## src/rtl/pipe_ctrl.sv

```systemverilog
// pipe_ctrl: central pipeline controller for the five-stage MIPS core.
// Merges per-stage stall requests into a contiguous stall vector
// (bit 0 = PC ... bit 5 = WB) and converts MEM-stage exceptions/eret into a
// one-cycle flush with a redirect PC, deferring the redirect while an
// instruction fetch is still outstanding.
// Optional feature macro: PIPE_CTRL_PERF_EN builds the stall/flush
// performance counters; without it both counter outputs are tied to zero.
module pipe_ctrl #(
  parameter logic [31:0] EXC_BASE = 32'hBFC00380
) (
  input  logic        clk,
  input  logic        rst,
  input  logic        stallreq_if,
  input  logic        stallreq_id,
  input  logic        stallreq_ex,
  input  logic        stallreq_mem,
  input  logic [31:0] excepttype_i,
  input  logic [31:0] cp0_epc_i,
  output logic [5:0]  stall,
  output logic        flush,
  output logic [31:0] new_pc,
  output logic [31:0] stall_cycles,
  output logic [15:0] flush_count
);

  localparam logic [31:0] EXC_ERET = 32'h0000000e;

  typedef enum logic [1:0] {
    ST_RUN   = 2'd0,
    ST_PEND  = 2'd1,
    ST_FLUSH = 2'd2
  } state_e;

  state_e      state_q, state_d;
  logic [31:0] pend_pc_q, pend_pc_d;
  logic        exc_s;
  logic [31:0] target_s;

  // Exception decode: any nonzero code is an event; eret returns to EPC.
  always_comb begin
    exc_s    = (excepttype_i != 32'd0);
    if (excepttype_i == EXC_ERET) begin
      target_s = cp0_epc_i;
    end else begin
      target_s = EXC_BASE;
    end
  end

  // Next-state and Mealy outputs; reset forces the outputs quiet.
  always_comb begin
    state_d   = state_q;
    pend_pc_d = pend_pc_q;
    stall     = 6'b000000;
    flush     = 1'b0;
    new_pc    = 32'd0;
    case (state_q)
      ST_RUN: begin
        if (stallreq_mem) begin
          // MEM is frozen and keeps presenting any exception until it drains.
          stall = 6'b011111;
        end else if (exc_s && !stallreq_if) begin
          flush  = 1'b1;
          new_pc = target_s;
        end else if (exc_s) begin
          stall     = 6'b111111;
          pend_pc_d = target_s;
          state_d   = ST_PEND;
        end else if (stallreq_ex) begin
          stall = 6'b001111;
        end else if (stallreq_id) begin
          stall = 6'b000111;
        end else if (stallreq_if) begin
          stall = 6'b000011;
        end else begin
          stall = 6'b000000;
        end
      end
      ST_PEND: begin
        stall = 6'b111111;
        if (!stallreq_if) begin
          state_d = ST_FLUSH;
        end else begin
          state_d = ST_PEND;
        end
      end
      ST_FLUSH: begin
        flush   = 1'b1;
        new_pc  = pend_pc_q;
        state_d = ST_RUN;
      end
      default: begin
        state_d = ST_RUN;
      end
    endcase
    if (rst) begin
      stall  = 6'b000000;
      flush  = 1'b0;
      new_pc = 32'd0;
    end else begin
      stall  = stall;
      flush  = flush;
      new_pc = new_pc;
    end
  end

  // FSM state and latched redirect target.
  always_ff @(posedge clk or posedge rst) begin
    if (rst) begin
      state_q   <= ST_RUN;
      pend_pc_q <= 32'd0;
    end else begin
      state_q   <= state_d;
      pend_pc_q <= pend_pc_d;
    end
  end

`ifdef PIPE_CTRL_PERF_EN
  logic [31:0] stall_cycles_q, stall_cycles_d;
  logic [15:0] flush_count_q, flush_count_d;

  // Counter increments; natural wrap at the counter width.
  always_comb begin
    if (stall[0]) begin
      stall_cycles_d = stall_cycles_q + 32'd1;
    end else begin
      stall_cycles_d = stall_cycles_q;
    end
    if (flush) begin
      flush_count_d = flush_count_q + 16'd1;
    end else begin
      flush_count_d = flush_count_q;
    end
  end

  // Performance counter registers.
  always_ff @(posedge clk or posedge rst) begin
    if (rst) begin
      stall_cycles_q <= 32'd0;
      flush_count_q  <= 16'd0;
    end else begin
      stall_cycles_q <= stall_cycles_d;
      flush_count_q  <= flush_count_d;
    end
  end

  assign stall_cycles = stall_cycles_q;
  assign flush_count  = flush_count_q;
`else
  assign stall_cycles = 32'd0;
  assign flush_count  = 16'd0;
`endif

endmodule
```

## config.mk

```make
export PLATFORM = sky130hd
export DESIGN_NAME = pipe_ctrl
export DESIGN_NICKNAME = d
export VERILOG_FILES = /design/src/rtl/pipe_ctrl.sv
export SDC_FILE = /design/constraint.sdc
export NUM_CORES = 1
export LEC_CHECK = 0
export BUFFER_PORTS_ARGS = -buffer_cell sky130_fd_sc_hd__buf_2
export CORE_MARGIN = 5
export CORE_UTILIZATION = 46
export DETAILED_ROUTE_END_ITERATION = 10
export PLACE_DENSITY_LB_ADDON = 0.2
export SLEW_MARGIN = 10
export SYNTH_ARGS = -nofsm -noshare
export SYNTH_HDL_FRONTEND = slang
export SYNTH_SLANG_ARGS = --single-unit
export TNS_END_PERCENT = 5
```

## constraint.sdc

```tcl
create_clock -name clk -period 3.3 [get_ports clk]
set_clock_uncertainty 0.05 [all_clocks]
set_input_delay 0.66 -clock clk [delete_from_list [all_inputs] [get_ports clk]]
set_output_delay 0.66 -clock clk [all_outputs]
set_load 0.02 [all_outputs]
```

==> metrics, run 1 <==
CTS Buf Count 5; critical path fanouts, max 39; Root Buffer clkbuf_8; reg-to-reg setup timing slack 1.22 ns; Final nets 532; RSZ-0062 raised after global routing no; number of inserted diodes 0; Synth Area in Adders 0; register area share after synthesis 0.295; Syn Inst Count 369; antenna violations before repair 0; Wirelength per Cell 15.3 um; met3 Use GR 0.0470; Startpoint Class input port; Synth Area in XOR/XNOR 0; hold crit path type in -> async; setup repair bufs after CTS 0; DRC violations left 0; Synth Area per Inst 7.83 sq um; critical path class in -> out; Initial DRT Pass Iterations 4; Rows 28; GR Layer Usage met2 0.336; Starting DRT DRC Count 165; drt via density 5.31; IO Pins 157; Required @ worst endpoint 2.59 ns; fill count 570; DP HPWL 5.83 mm; met1 Track Usage GR 0.263; most frequent cells in the layout buf_2, nand2_1, conb_1, inv_1, dfrtp_1; asr flop ratio synth 1.00; flops & latches, synth 34; Reg2Reg Depth 5; GPL Wtd Cong 0.775; largest net degree at the start of global routing 40; Worst setup EP type primary output; Die Y 89.2 um; Lkg Pwr 0.00156 uW; input/output buffers 108; clk buf depth 2; largest family of logic cells by synthesized area simple AND/OR/NAND/NOR gates; Die X-Extent 89.2 um; total number of vias 2859; peak supply drop 0.150 mV; wirelength, routed 8.25 mm; # placed instances 530; Max Clock Freq 311 MHz; Max-Cap Viols 0; first-pass GRT wire length 12.9 mm; post-synthesis mux area share 0.111; number of global-route vias before repair 2735; fin cells 538; CTS resizes 0; Fin. Hold Viols 0; antenna-violating nets left 0; Post-Route Setup TNS 0 ns; outcome finished, final reports clean; clk slew on worst S/H paths 0.07 ns; Synth cell types 34; layout cells sized above 1 0.294; Post-Synth Simple-Gate Area 0.256; fin crit period 3.22 ns; power per cell area 303 mW/mm^2; Reg-to-Reg Start state_q[0]$_DFFE_PP0P_; hold buffer count at CTS 0; Worst-Skew Late Latency 0.29 ns; H-Tree Level Count 2; CORE AREA 0.00603 sq mm; most crowded layer after global routing met2; commonest non-fill, non-tap cell in the layout buf_2; ys flop type dfrtp_1; worst slew pin tran 0.758 ns; r2r endpoint pend_pc_q[5]$_DFFE_PP0P_; Slew headroom 0.495; Final Setup Violations 0; die area 0.00796 sq mm; CP arrival 2.51 ns; clock sinks 34; number of flops mapped to enable cells by yosys 0; total grt overflow 0; total global-route track usage 0.204; compound-gate portion of the synthesized area 0.118; starting density of the core 0.479; Area Growth Syn to Fin 18.6%; CTS tree done; final worst-path cycle share 0.976; Ys Warns 0; Final Slew Violations 0; synthesized area 0.00289 sq mm
-- metal layers --
layer	wire length, um	share of wire
met1	3310	0.40
met2	4060	0.49
met3	782	0.095
met4	87	0.011
met5	0	0
-- registers in the layout, indices dropped and copies added (netlist names) --
| register | cells |
|---|---|
| pend_pc_q | 32 |
| state_q | 2 |
-- power breakdown --
part           switching (uW)  leakage [uW]  internal (uW)
Combinational             196       0.00110           90.4
Sequential               7.04      0.000411            419
Clock                     155     0.0000482            168
-- through the flow --
| step | power (uW) | utilization | instance area (sq um) | setup WS, ns | hold slack, ns |
|---|---|---|---|---|---|
| after CTS | 1040 | 0.567 | 3420 | 0.131 | 0.466 |
| after floorplan | 666 | - | 3060 | 0.142 | 0.433 |
| after global routing | 1090 | 0.568 | 3420 | 0.0176 | 0.493 |
| after global placement | 719 | 0.552 | 3330 | 0.148 | 0.452 |
| final | 1040 | 0.568 | 3420 | 0.0795 | 0.453 |
| after detailed placement | 720 | 0.552 | 3330 | 0.130 | 0.456 |
-- cells in the mapped netlist (all sizes together) (3+ instances only) --
library cell  instances  area (sq um)
a221oi                9          78.8
nor2                  5          18.8
o21ai                 3          15.0
dfrtp                34           851
nand3                 5          25.0
nor3                  6          35.0
inv                  34           128
a21oi                32           160
clkbuf               18          67.6
nand4                22           138
nand2                50           188
nor4                 19           134
or4                  21           158
mux2i                32           320
buf                  63           437
-- final cells by class --
| class | count | area [sq um] | share of cell area |
|---|---|---|---|
| Clock buffer | 7 | 86.3 | 0.0252 |
| Clock inverter | 1 | 5.00 | 0.00146 |
| Inverter | 34 | 128 | 0.0373 |
| Multi-Input combinational cell | 267 | 1610 | 0.469 |
| Sequential cell | 34 | 851 | 0.248 |
| Tap cell | 75 | 93.8 | 0.0274 |
| Timing Repair Buffer | 120 | 656 | 0.191 |
-- logic make-up after synthesis --
| logic type | count (synthesis) |
|---|---|
| and+or+nand+nor | 134 |
| buffers and inverters | 115 |
| AOI/OAI and AO/OA | 53 |
| DFF | 34 |
| muxes | 32 |
| other | 1 |
-- critical path: stages --
cell and delay (ns):
buf_2 0.09, nor4_1 0.35, nand4_1 0.21, buf_12 0.23, or4_1 0.51, a21oi_1 0.23, buf_2 0.21
-- worst max-delay path by stage --
stage	slack (ns)	to	startpoint
after floorplan	0.14	stall[1]	excepttype_i[0]
after global placement	0.15	new_pc[1]	excepttype_i[13]
after detailed placement	0.13	new_pc[0]	excepttype_i[0]
after CTS	0.13	new_pc[0]	excepttype_i[0]
after global routing	0.02	new_pc[1]	excepttype_i[0]
final	0.08	new_pc[0]	excepttype_i[16]
Note: power is estimated with default switching activity, not from simulation.
==> run 2, diff against run 1 <==
--- a/config.mk
+++ b/config.mk
@@ -7,10 +7,10 @@
 export LEC_CHECK = 0
 export BUFFER_PORTS_ARGS = -buffer_cell sky130_fd_sc_hd__buf_2
 export CORE_MARGIN = 5
-export CORE_UTILIZATION = 46
+export CORE_UTILIZATION = 49
 export DETAILED_ROUTE_END_ITERATION = 10
 export PLACE_DENSITY_LB_ADDON = 0.2
-export SLEW_MARGIN = 10
+export SLEW_MARGIN = 20
 export SYNTH_ARGS = -nofsm -noshare
 export SYNTH_HDL_FRONTEND = slang
 export SYNTH_SLANG_ARGS = --single-unit
==> constraint.sdc (replaced) <==
create_clock -name clk -period 4.1 [get_ports clk]
set_clock_uncertainty 0.05 [all_clocks]
set_input_delay 0.82 -clock clk [delete_from_list [all_inputs] [get_ports clk]]
set_output_delay 0.82 -clock clk [all_outputs]
set_load 0.02 [all_outputs]
==> run 2 against run 1 <==
Compared with the run above:
- core utilization increased by 0.94 points
- combinational power down 20%
- via count grew 2.4%
- sequential share of layout area rose by 0.48 points
- final area is 1.9% lower
- sequential power decreased by 19%
- final cell count decreased by 1.1%
- sequential cell count is the same
- global-route usage increased by 1.6 points
- die area decreased by 5.4%
- register-to-register slack better by 0.80 ns
- worst hold slack gained 0.022 ns
- largest cell class unchanged
- largest power group unchanged
==> metrics, run 2 (synthesized netlist as in run 1, its figures left out) <==
final worst-path cycle share 0.862; Hold EP pend_pc_q[6]$_DFFE_PP0P_; most frequent cells in the layout buf_2, nand2_1, conb_1, inv_1, dfrtp_1; Die Y 86.8 um (-2.8%); CORE AREA 0.00582 sq mm (-3.5%); commonest non-fill, non-tap cell in the layout buf_2; worst setup margin 0.565 ns (+0.486 ns); r2r endpoint pend_pc_q[18]$_DFFE_PP0P_; Setup Slack @ Placement 0.587 ns (+0.457 ns); post-layout util 0.578 (+0.00935); drt via density 5.50 (+3.6%); reg-to-reg setup timing slack 2.02 ns (+0.80 ns); RSZ-0062 raised after global routing no; max reg flops 32 (unchanged); IO Pins 157 (unchanged); power per cell area 244 mW/mm^2 (-19%); worst hold start pend_pc_q[6]$_DFFE_PP0P_; CTS resizes 0 (unchanged); Final nets 528 (-0.75%); Biggest register pend_pc_q; clk buf depth 2 (unchanged); Worst setup EP type primary output; starting density of the core 0.497 (+0.0173); Starting DRT DRC Count 185 (+12%); Max Clock Freq 283 MHz; Reg-to-Reg Start state_q[0]$_DFFE_PP0P_; DRC violations left 0 (unchanged); Reg2Reg Depth 5 (unchanged); total number of vias 2928 (+2.4%); first-pass GRT wire length 13.3 mm (+3.0%); DP HPWL 5.61 mm (-3.8%); WHS Path Cells 2; number of global-route vias before repair 2975 (+8.8%); fin crit period 3.53 ns; Post-Route Setup TNS 0 ns (unchanged); Wirelength per Cell 15.3 um (-0.14%); CP arrival 2.66 ns (+0.15 ns); Root Buffer clkbuf_8; Hold WS 0.475 ns (+0.0219 ns); GPL Wtd Cong 0.785 (+1.2%); Rows 28 (unchanged); Final Setup Violations 0 (unchanged); wirelength, routed 8.14 mm (-1.2%); Slew headroom 0.372 (-0.123); die area 0.00753 sq mm (-5.4%); hold buffer count at CTS 0 (unchanged); Final Slew Violations 0 (unchanged); Die X-Extent 86.8 um (-2.8%); layout cells sized above 1 0.284 (-0.00927); H-Tree Level Count 2 (unchanged); Initial DRT Pass Iterations 4 (unchanged); input/output buffers 108 (unchanged); worst slew pin tran 0.940 ns (+0.182 ns); top flop regs pend_pc_q x32, state_q x2; total grt overflow 0 (unchanged); outcome finished, final reports clean; CTS tree done; Required @ worst endpoint 3.23 ns (+0.64 ns); peak supply drop 0.132 mV (-12%); Worst-Skew Late Latency 0.28 ns (about the same); Fin. Hold Viols 0 (unchanged); CTS Buf Count 5 (unchanged); setup repair bufs after CTS 0 (unchanged); Area Growth Syn to Fin 16.3%; antenna violations before repair 0 (unchanged); Startpoint Class input port; critical path fanouts, max 39 (unchanged); number of inserted diodes 0 (unchanged); Lkg Pwr 0.00153 uW (-2.5%); antenna-violating nets left 0 (unchanged); total global-route track usage 0.220 (+0.0160); critical path class in -> out; largest net degree at the start of global routing 42 (+5.0%); clock sinks 34 (unchanged); hold crit path type reg -> reg; clk slew on worst S/H paths 0.07 ns (about the same); Max-Cap Viols 0 (unchanged); total design power 820 uW (-21%)
-- run 2: cell type report --
type,instances,area (sq um)
clock buffers,6,82.6
fillers,574,2460
inverters,34,128
flip-flops and latches,34,851
repair buffers,116,601
multi-input cells,267,1600
well taps,75,93.8
-- run 2: report_power, final --
part	switching [uW]	internal, uW	leakage (uW)
clock network	118	129	0.0000431
logic	158	70.7	0.00107
registers	6.05	338	0.000411
-- run 2: routing by layer --
metal | global-route usage | vias up | share of wire | routed length (um)
met2 | 0.378 | 139 | 0.49 | 3970
li1 | - | 1395 | - | -
met1 | 0.265 | 1378 | 0.40 | 3260
met5 | 0 | - | 0 | 0
met4 | 0.0949 | 0 | 0.022 | 178
met3 | 0.0447 | 16 | 0.090 | 731
-- run 2: stage by stage --
stage          std cells  instance area, sq um
2_1_floorplan        416                  3060
3_3_place_gp         526                  3280
3_5_place_dp         526                  3280
4_1_cts              532                  3360
5_1_grt              532                  3360
6_report             532                  3360
-- run 2: how the worst max path moves through the flow --
stage / from / end / cells past startpoint
3_3_place_gp: excepttype_i[0] / new_pc[1] / 7
5_1_grt: excepttype_i[25] / new_pc[1] / 7
4_1_cts: excepttype_i[13] / new_pc[2] / 7
3_5_place_dp: excepttype_i[13] / new_pc[2] / 7
2_1_floorplan: excepttype_i[0] / stall[1] / 6
6_report: excepttype_i[13] / new_pc[1] / 7
-- run 2: critical path: stages --
cell and delay [ns]:
buf_2 0.10, nor4_1 0.35, nand4_1 0.13, buf_4 0.27, or4_1 0.55, a21oi_1 0.22, buf_2 0.20
